## config.mk

```make
export PLATFORM = sky130hd
export DESIGN_NAME = ps2_key_tx
export DESIGN_NICKNAME = d
export VERILOG_FILES = /design/src/rtl/ps2_key_tx.sv
export SDC_FILE = /design/constraint.sdc
export NUM_CORES = 1
export LEC_CHECK = 0
export CAP_MARGIN = 40
export CORE_ASPECT_RATIO = 1.5
export CORE_MARGIN = 2
export CORE_UTILIZATION = 40
export CTS_CLUSTER_DIAMETER = 150
export DETAILED_ROUTE_END_ITERATION = 16
export SLEW_MARGIN = 10
export SYNTH_ARGS = -nofsm -noshare
export SYNTH_HDL_FRONTEND = slang
export SYNTH_SLANG_ARGS = --single-unit
```

## constraint.sdc

```tcl
create_clock -name clk_sys -period 2.8 [get_ports clk_sys]
set_input_delay 0.28 -clock clk_sys [delete_from_list [all_inputs] [get_ports clk_sys]]
set_output_delay 0.28 -clock clk_sys [all_outputs]
set_load 0.01 [all_outputs]
```

## src/rtl/ps2_key_tx.sv

```systemverilog
// Device-side PS/2 keyboard transmitter: queues toggle-strobe key events, expands each into
// set-2 scancode bytes ([E0] [F0] code) and sends them as device-to-host frames on
// open-drain clock/data lines.
module ps2_key_tx #(
  parameter int unsigned CLK_DIV    = 2000,
  parameter int unsigned FIFO_DEPTH = 4,
  parameter int unsigned GAP        = 4000
) (
  input  logic        clk_sys,
  input  logic        reset_n,
  input  logic [10:0] ps2_key,
  input  logic        ps2_clk_in,
  output logic        ps2_clk_oe,
  output logic        ps2_dat_oe,
  output logic        busy,
  output logic        overflow
);

  localparam int unsigned AW     = (FIFO_DEPTH > 1) ? $clog2(FIFO_DEPTH) : 1;
  localparam int unsigned CntMax = (CLK_DIV > GAP) ? CLK_DIV : GAP;
  localparam int unsigned CW     = $clog2(CntMax + 1);

  localparam logic [CW-1:0] CntOne  = CW'(1);
  localparam logic [CW-1:0] DivLast = CW'(CLK_DIV - 1);
  localparam logic [CW-1:0] DivFull = CW'(CLK_DIV);
  localparam logic [CW-1:0] GapLast = CW'(GAP - 1);
  localparam logic [AW:0]   Depth   = (AW + 1)'(FIFO_DEPTH);
  localparam logic [AW-1:0] PtrOne  = AW'(1);
  localparam logic [AW:0]   CntInc  = (AW + 1)'(1);

  typedef enum logic [2:0] {StIdle, StSetup, StLow, StGap, StAbort} state_e;

  // Frame bit i: 0 start, 1..8 data LSB first, 9 odd parity, 10 stop.
  function automatic logic frame_bit(input logic [3:0] idx, input logic [7:0] b);
    logic r;
    r = 1'b1;
    if (idx == 4'd0) begin
      r = 1'b0;
    end else if (idx <= 4'd8) begin
      r = b[3'(idx - 4'd1)];
    end else if (idx == 4'd9) begin
      r = ~^b;
    end
    return r;
  endfunction

  logic [1:0]    clk_sync_q;
  logic          clk_hi;
  logic [CW-1:0] idle_cnt_q;
  logic          armed_q, last_tgl_q, ev_new;
  logic [9:0]    fifo_mem [FIFO_DEPTH];
  logic [AW-1:0] wr_ptr_q, rd_ptr_q;
  logic [AW:0]   fifo_cnt_q;
  logic          fifo_full, push, pop;
  logic          seq_valid_q, seq_e0_q, seq_f0_q;
  logic [7:0]    seq_code_q, cur_byte;
  state_e        state_q;
  logic [CW-1:0] cnt_q;
  logic [3:0]    bit_idx_q;
  logic          byte_done;

  assign clk_hi    = clk_sync_q[1];
  assign ev_new    = armed_q && (ps2_key[10] != last_tgl_q);
  assign fifo_full = (fifo_cnt_q == Depth);
  assign pop       = !seq_valid_q && (fifo_cnt_q != '0);
  // A pop in the same cycle frees a slot, so a write to a full FIFO is still accepted.
  assign push      = ev_new && (!fifo_full || pop);
  assign cur_byte  = seq_e0_q ? 8'hE0 : (seq_f0_q ? 8'hF0 : seq_code_q);
  assign busy      = (fifo_cnt_q != '0) || seq_valid_q || (state_q != StIdle);

  // Synchronise the sensed clock line and count how long it has been released and idle.
  always_ff @(posedge clk_sys or negedge reset_n) begin
    if (!reset_n) begin
      clk_sync_q <= 2'b00;
      idle_cnt_q <= '0;
    end else begin
      clk_sync_q <= {clk_sync_q[0], ps2_clk_in};
      if (!clk_hi || ps2_clk_oe) begin
        idle_cnt_q <= '0;
      end else if (idle_cnt_q != DivFull) begin
        idle_cnt_q <= idle_cnt_q + CntOne;
      end
    end
  end

  // Toggle edge detection; the first cycle after reset only learns the current level.
  always_ff @(posedge clk_sys or negedge reset_n) begin
    if (!reset_n) begin
      armed_q    <= 1'b0;
      last_tgl_q <= 1'b0;
      overflow   <= 1'b0;
    end else begin
      armed_q    <= 1'b1;
      last_tgl_q <= ps2_key[10];
      overflow   <= ev_new && !push;
    end
  end

  // Event FIFO storage; contents are don't-care while unoccupied, so no reset.
  always_ff @(posedge clk_sys) begin
    if (push) begin
      fifo_mem[wr_ptr_q] <= ps2_key[9:0];
    end
  end

  // Event FIFO pointers and occupancy.
  always_ff @(posedge clk_sys or negedge reset_n) begin
    if (!reset_n) begin
      wr_ptr_q   <= '0;
      rd_ptr_q   <= '0;
      fifo_cnt_q <= '0;
    end else begin
      if (push) wr_ptr_q <= wr_ptr_q + PtrOne;
      if (pop)  rd_ptr_q <= rd_ptr_q + PtrOne;
      if (push && !pop) begin
        fifo_cnt_q <= fifo_cnt_q + CntInc;
      end else if (pop && !push) begin
        fifo_cnt_q <= fifo_cnt_q - CntInc;
      end
    end
  end

  // Byte completes at the end of the stop-bit LOW phase, or on an inhibit seen before the stop clock.
  always_comb begin
    byte_done = 1'b0;
    if (bit_idx_q == 4'd10) begin
      byte_done = (state_q == StAbort) || ((state_q == StLow) && (cnt_q == DivLast));
    end
  end

  // Byte sequencer: holds the current event and steps E0 -> F0 -> code as bytes complete.
  always_ff @(posedge clk_sys or negedge reset_n) begin
    if (!reset_n) begin
      seq_valid_q <= 1'b0;
      seq_e0_q    <= 1'b0;
      seq_f0_q    <= 1'b0;
      seq_code_q  <= 8'h00;
    end else if (pop) begin
      seq_valid_q <= 1'b1;
      seq_e0_q    <= fifo_mem[rd_ptr_q][8];
      seq_f0_q    <= ~fifo_mem[rd_ptr_q][9];
      seq_code_q  <= fifo_mem[rd_ptr_q][7:0];
    end else if (byte_done) begin
      if (seq_e0_q) begin
        seq_e0_q <= 1'b0;
      end else if (seq_f0_q) begin
        seq_f0_q <= 1'b0;
      end else begin
        seq_valid_q <= 1'b0;
      end
    end
  end

  // Frame FSM with registered open-drain enables.
  always_ff @(posedge clk_sys or negedge reset_n) begin
    if (!reset_n) begin
      state_q    <= StIdle;
      cnt_q      <= '0;
      bit_idx_q  <= 4'd0;
      ps2_clk_oe <= 1'b0;
      ps2_dat_oe <= 1'b0;
    end else begin
      unique case (state_q)
        StIdle: begin
          if (seq_valid_q && (idle_cnt_q == DivFull)) begin
            state_q    <= StSetup;
            cnt_q      <= '0;
            bit_idx_q  <= 4'd0;
            ps2_dat_oe <= ~frame_bit(4'd0, cur_byte);
          end
        end
        StSetup: begin
          if (cnt_q == DivLast) begin
            cnt_q <= '0;
            if (!clk_hi) begin
              // Host is inhibiting: back off and release both lines.
              state_q    <= StAbort;
              ps2_dat_oe <= 1'b0;
            end else begin
              state_q    <= StLow;
              ps2_clk_oe <= 1'b1;
            end
          end else begin
            cnt_q <= cnt_q + CntOne;
          end
        end
        StLow: begin
          if (cnt_q == DivLast) begin
            cnt_q      <= '0;
            ps2_clk_oe <= 1'b0;
            if (bit_idx_q == 4'd10) begin
              state_q    <= StGap;
              ps2_dat_oe <= 1'b0;
            end else begin
              state_q    <= StSetup;
              bit_idx_q  <= bit_idx_q + 4'd1;
              ps2_dat_oe <= ~frame_bit(bit_idx_q + 4'd1, cur_byte);
            end
          end else begin
            cnt_q <= cnt_q + CntOne;
          end
        end
        StGap: begin
          if (cnt_q == GapLast) begin
            cnt_q   <= '0;
            state_q <= StIdle;
          end else begin
            cnt_q <= cnt_q + CntOne;
          end
        end
        StAbort: begin
          ps2_clk_oe <= 1'b0;
          ps2_dat_oe <= 1'b0;
          state_q    <= StIdle;
        end
        default: begin
          state_q    <= StIdle;
          ps2_clk_oe <= 1'b0;
          ps2_dat_oe <= 1'b0;
        end
      endcase
    end
  end

endmodule

```

==> qor.yml, run 1 <==
status:
  status: "finished clean"
power:
  p_total_w: 0.00315
  powerDensity_mw_per_mm2: 601
  power_switching_w: 0.000756
  sw_frac_of_total: 0.240
  ir_drop_mv: 0.442
  pwr-share-comb: 0.080
  leakage_nw: 2.06
  p_clk_frac: 0.397
  p_int_w: 0.00239
  seqPwrFrac: 0.524
floorplan:
  start_util: 0.412
  core_area_sq_mm: 0.0111
  die_area_sq_mm: 0.0123
  ios: 18
  die_h_um: 135
  die_w_um: 91.4
  rows: 47
timing:
  relSlewSlack: 0.542
  fin_tns_setup_ps: 0
  setup_slack_ps: 379
  layout_min_cycle_time_ps: 2420
  period_share: 0.864
  worst_slew_pin_slew_ps: 686
  clock_skew_ps: 5.12
  setup_viol: 0
  grt_setup_unrepaired: "no"
  holdWs_ps: 336
  drv_slew: 0
  finalHoldViolCount: 0
  clock.fmax_mhz: 413
critical_path:
  path_cells: "inv_1 -> ha_1 -> mux4_2 -> and3b_1 -> a311oi_1 -> a211oi_1 -> o211ai_1"
  crit_arrival_ps: 2690
  worstPathRequired_ps: 3070
  reg2reg_depth: 7
  cp-startpoint: "bit_idx_q[0]"
  crit_type: "reg2reg"
  r2r_setup_slack_ps: 380
  crit_fanout: 12
  endpoint_kind: "flip-flop"
  start_kind: "flip-flop"
  r2r_end: "ps2_dat_oe"
  rr_startpoint: "bit_idx_q[0]"
  cpPeakStageDelay_ps: 560
  cp_slowest_cell: "dfrtp_1"
route:
  final_antenna_net_count: 0
  wl_mm: 8.43
  vias: 2952
  drc: 0
  vias_per_cell: 5.26
  met1_length_mm: 3.46
  firstDrtPassIters: 4
  dr_wl_met2_mm: 4.58
  wire_per_inst_um: 15.0
  top_layer_used: "met4"
  drtIter0Drc: 145
  met3_wirelength_um: 231
synth:
  ys.flop_type: "dfrtp_1"
  ys_seq_elements: 96
  synth_cell_types: 53
  ys_top_cells_by_area: "dfrtp_1 (31%), edfxtp_1 (26%), mux4_2 (5.4%)"
  synth-seq-area-share: 0.568
  synth_area_sq_mm: 0.00458
  synthCells: 388
  synth_top_area_cell: "dfrtp_1"
  yosys_warnings: 0
  avgSynthCellArea_sq_um: 11.8
  synth_fp_nets: 415
  synthArstFlopShare: 0.583
  synth_edf_count: 40
  netlist.area_leader.share: 0.306
cts:
  h-tree-depth: 3
  post_cts_buffers: 0
  clockBufferDepth: 2
  cts_tree: "done"
  cts_buffers: 9
  clk_pin_slew_ps: 70
  clock_latency_ps: 350
  clock-sinks: 96
  root_buffer: "clkbuf_16"
layout:
  final_common_cell: "dfrtp_1"
  final_cell_mix: "dfrtp_1 (56), nand2_1 (53), edfxtp_1 (40), nor2_1 (31)"
  final_core_util: 0.471
  multi_input_area_sq_mm: 0.00187
  final_layout_size_suffix_gt1_frac: 0.106
  area_growth_pct: 14.3
  regArea_sq_mm: 0.00260
  nets: 436
  n_antenna_cell: 0
  fillers: 976
worst_hold_path:
  worstHoldPathType: "in2async"
placement:
  pre_cts_slack_ps: 315
  globalplace.congestion: 0.762
  dp_hpwl_mm: 6.10
  io_buffers: 17
global_routing:
  track_usage: 0.151
  grt_pass1_vias: 3058
  grt_pass1_wl_mm: 14.6
  antenna_found_initial: 0
  grt_overflow_total: 0
  grt_max_degree: 25
run:
  maxCapViolations: 0
==> metal layers <==
layer | GRT usage | vias to the layer above
li1 | - | 1438
met1 | 0.165 | 1462
met2 | 0.280 | 41
met3 | 0.0357 | 11
met4 | 0.0623 | 0
met5 | 0 | -
==> worst max-delay path: cells and delay by family (launching register included) <==
family	cells	cell delay, ps
multiplexers	1	510
AO/OA/AOI/OAI	3	540
AND/OR/NAND/NOR	1	190
buffers and inverters	1	140
flip-flops	1	560
adder cells (fa/ha/maj)	1	420
==> synthesized netlist by cell type, types with 2 or more instances <==
master and number:
and3_1 7, dfrtp_1 56, clkbuf_1 13, o22ai_1 3, edfxtp_1 40, nand2_1 53, xor2_1 11, ha_1 12
mux4_2 11, nor2_1 31, mux2_2 3, a22o_1 4, or4b_1 2, and2_1 4, xnor2_1 16, a211oi_1 3
nor4_1 3, o21ai_0 14, nor3_1 5, inv_1 12, nand4_1 6, o21bai_1 4, a32o_1 3, or3_1 2
a21oi_1 10, nand3_1 10, nand4b_1 2, nor2b_1 4, and3b_1 2, nand3b_1 4, a31oi_1 4, a311oi_1 3
buf_2 3, o41ai_1 3, nand2b_1 7
==> cell families (layout without fill, tap and decap cells) <==
group           Yosys count  in the layout  synth area share
simple gates            148            148             0.161
flops                    96             96             0.568
compound gates           60             60            0.0937
buf+inv                  28             54            0.0238
xor+xnor                 27             27            0.0516
mux                      15             15            0.0637
fa+ha+maj                13             13            0.0372
other cells               1              1          0.000819
==> per-stage QoR <==
step | instances | area [sq um]
detailed placement | 544 | 4920
finish | 561 | 5240
global placement | 544 | 4920
CTS | 561 | 5240
global route | 561 | 5240
floorplan | 388 | 4580
==> flip-flops by register name, indices dropped and copies added, names as in the netlist, 2 cells and up <==
name	cells
wr_ptr_q	2
cnt_q	12
seq_code_q	8
rd_ptr_q	2
clk_sync_q	2
state_q	3
fifo_mem	40
idle_cnt_q	12
bit_idx_q	4
fifo_cnt_q	3
==> power groups by stage <==
stage / registers, W / clock network, W / logic [W]
3_3_place_gp: 0.00167 / 0 / 0.000250
5_1_grt: 0.00166 / 0.00134 / 0.000296
4_1_cts: 0.00165 / 0.00128 / 0.000261
2_1_floorplan: 0.00166 / 0 / 0.000166
3_5_place_dp: 0.00168 / 0 / 0.000260
6_report: 0.00165 / 0.00125 / 0.000251
==> worst max path at each step <==
stage / endpoint / slack (ps) / cells after the start
after floorplan: ps2_dat_oe / 470 / 8
after global placement: fifo_cnt_q[2] / 360 / 9
after detailed placement: fifo_cnt_q[2] / 320 / 9
after CTS: ps2_dat_oe / 380 / 7
after global routing: ps2_dat_oe / 210 / 7
final: ps2_dat_oe / 380 / 7
==> area by class of cell <==
type | instances | share of cell area
flip-flops and latches | 96 | 0.497
multi-input cells | 264 | 0.357
repair buffers | 26 | 0.0449
clock buffers | 9 | 0.0430
well taps | 147 | 0.0351
clock inverters | 7 | 0.0146
inverters | 12 | 0.00860
==> what timing repair did <==
action	in CTS	in global routing
endpoints found under the hold margin	10	0
hold buffers	1	0
gates resized for setup	0	0
Note: power is estimated with default switching activity, not from simulation.
==> run 2, diff against run 1 <==
- RECOVER_POWER: not set -> 50
==> run 2 against run 1 <==
- largest cell class unchanged
- critical path depth did not move
- global-route usage did not move
- clock power barely moved
- register-to-register slack barely moved
- sequential power barely moved
- maximum frequency barely moved
==> qor.yml, run 2 (synthesized netlist as in run 1, its figures left out) <==
critical_path:
  endpoint_kind: "flip-flop"
  cpPeakStageDelay_ps: 560  # about the same
  crit_family: "flip-flops"
  rr_startpoint: "bit_idx_q[0]"
  crit_arrival_ps: 2690  # about the same
  cp.buffers_inverters: 1  # unchanged
  path_cells: "inv_1 -> ha_1 -> mux4_2 -> and3b_1 -> a311oi_1 -> a211oi_1 -> o211ai_1"
  worstPathRequired_ps: 3070  # about the same
  cp-startpoint: "bit_idx_q[0]"
  start_kind: "flip-flop"
  crit_fanout: 12  # unchanged
  cp_slowest_cell: "dfrtp_1"
  r2r_setup_slack_ps: 380  # about the same
  crit_type: "reg2reg"
timing:
  layout_min_cycle_time_ps: 2420  # -0.487 ps
  period_share: 0.864  # about the same
  finalHoldViolCount: 0  # unchanged
  clock_skew_ps: 5.52  # +0.401 ps
  clock.fmax_mhz: 413  # about the same
  relSlewSlack: 0.117  # -0.425
  grt_setup_unrepaired: "no"
  holdWs_ps: 349  # +13.4 ps
  setup_slack_ps: 380  # +0.487 ps
  worst_slew_pin_slew_ps: 1320  # +638 ps
  fin_tns_setup_ps: 0  # unchanged
  drv_slew: 0  # unchanged
  setup_viol: 0  # unchanged
status:
  status: "finished clean"
global_routing:
  grt_pass1_vias: 3058  # unchanged
  grt_overflow_total: 0  # unchanged
  antenna_found_initial: 0  # unchanged
  track_usage: 0.151  # unchanged
  grt_max_degree: 25  # unchanged
  grt_pass1_wl_mm: 14.6  # unchanged
route:
  drtIter0Drc: 126  # -13%
  wire_per_inst_um: 15.0  # -0.13%
  vias_per_cell: 5.27  # about the same
  drc: 0  # unchanged
  final_antenna_net_count: 0  # unchanged
  wl_mm: 8.42  # -0.13%
  firstDrtPassIters: 4  # unchanged
  vias: 2954  # +0.068%
layout:
  multi_input_area_sq_mm: 0.00187  # unchanged
  final_common_cell: "dfrtp_1"
  final_cell_mix: "dfrtp_1 (56), nand2_1 (53), edfxtp_1 (40), nor2_1 (31), xnor2_1 (16)"
  largest_register_ffs: 40  # unchanged
  largestRegisters: "fifo_mem (40), cnt_q (12), idle_cnt_q (12)"
  nets: 436  # unchanged
  fillers: 975  # -0.10%
  final_area_sq_mm: 0.00523  # -0.17%
  final_layout_size_suffix_gt1_frac: 0.0990  # -0.00725
  regArea_sq_mm: 0.00260  # unchanged
  n_antenna_cell: 0  # unchanged
  area_growth_pct: 14.2
  regMostFlops: "fifo_mem"
cts:
  cts_tree: "done"
  clock-sinks: 96  # unchanged
  cts_buffers: 9  # unchanged
  cts_resized: 0  # unchanged
  root_buffer: "clkbuf_16"
  clk_pin_slew_ps: 70  # about the same
  post_cts_buffers: 0  # unchanged
  clock_latency_ps: 350  # about the same
  h-tree-depth: 3  # unchanged
  clockBufferDepth: 2  # unchanged
  cts_hold_buf: 1  # unchanged
floorplan:
  start_util: 0.412  # unchanged
  rows: 47  # unchanged
  ios: 18  # unchanged
  die_w_um: 91.4  # unchanged
  core_area_sq_mm: 0.0111  # unchanged
  die_h_um: 135  # unchanged
  die_area_sq_mm: 0.0123  # unchanged
worst_hold_path:
  worstHoldPathType: "reg2reg"
  hp-start: "clk_sync_q[0]"
placement:
  dp_hpwl_mm: 6.10  # unchanged
  io_buffers: 17  # unchanged
  globalplace.congestion: 0.762  # unchanged
  pre_cts_slack_ps: 315  # unchanged
  placed_cell_area_sq_mm: 0.00492  # unchanged
power:
  powerDensity_mw_per_mm2: 601  # about the same
  leakage_nw: 2.05  # -0.33%
  ir_drop_mv: 0.440  # -0.28%
run:
  maxCapViolations: 0  # unchanged
run 2: per-layer routing:
metal	track usage	part of all wire	vias to the layer above
li1	-	-	1439
met1	0.165	0.41	1461
met2	0.280	0.54	41
met3	0.0357	0.027	13
met4	0.0623	0.020	0
met5	0	0	-
run 2: path summary, 6_finish.rpt:
| kind | endpoint | depth (start not counted) |
|---|---|---|
| worst max-delay path | ps2_dat_oe | 7 |
| worst min-delay path | clk_sync_q[1] | 0 |
| worst max register to register | ps2_dat_oe | 7 |
| worst min register to register | clk_sync_q[1] | 0 |
| max in group asynchronous | cnt_q[11] | 3 |
| min in group asynchronous | idle_cnt_q[7] | 2 |
run 2: worst register-to-register path, stage by stage (launching register included):
cell	delay, ps
dfrtp_1	560
inv_1	140
ha_1	420
mux4_2	510
and3b_1	190
a311oi_1	290
a211oi_1	80
o211ai_1	170
run 2: layout make-up:
cell class,instances,area share
Inverter,12,0.00862
Timing Repair Buffer,26,0.0433
Sequential cell,96,0.498
Clock inverter,7,0.0146
Clock buffer,9,0.0431
Tap cell,147,0.0352
Multi-Input combinational cell,264,0.357
run 2: power breakdown:
part           total, W  switching [W]  internal (W)  leakage (nW)
combinational  0.000246       0.000140      0.000106         0.821
clock           0.00125       0.000549      0.000700         0.143
sequential      0.00165      0.0000672       0.00158          1.09
run 2: per-stage QoR:
stage	instances	power, W	utilization
finish	561	0.00314	0.470
global route	561	0.00329	0.470
CTS	561	0.00319	0.471
detailed placement	544	0.00194	0.443
global placement	544	0.00192	0.443
floorplan	388	0.00182	-
==> run 3, diff against run 2 <==
- SKIP_CTS_REPAIR_TIMING: not set -> 1
==> results of run 3 <==
Final layout, timing and power as in run 2 (identical DEF).
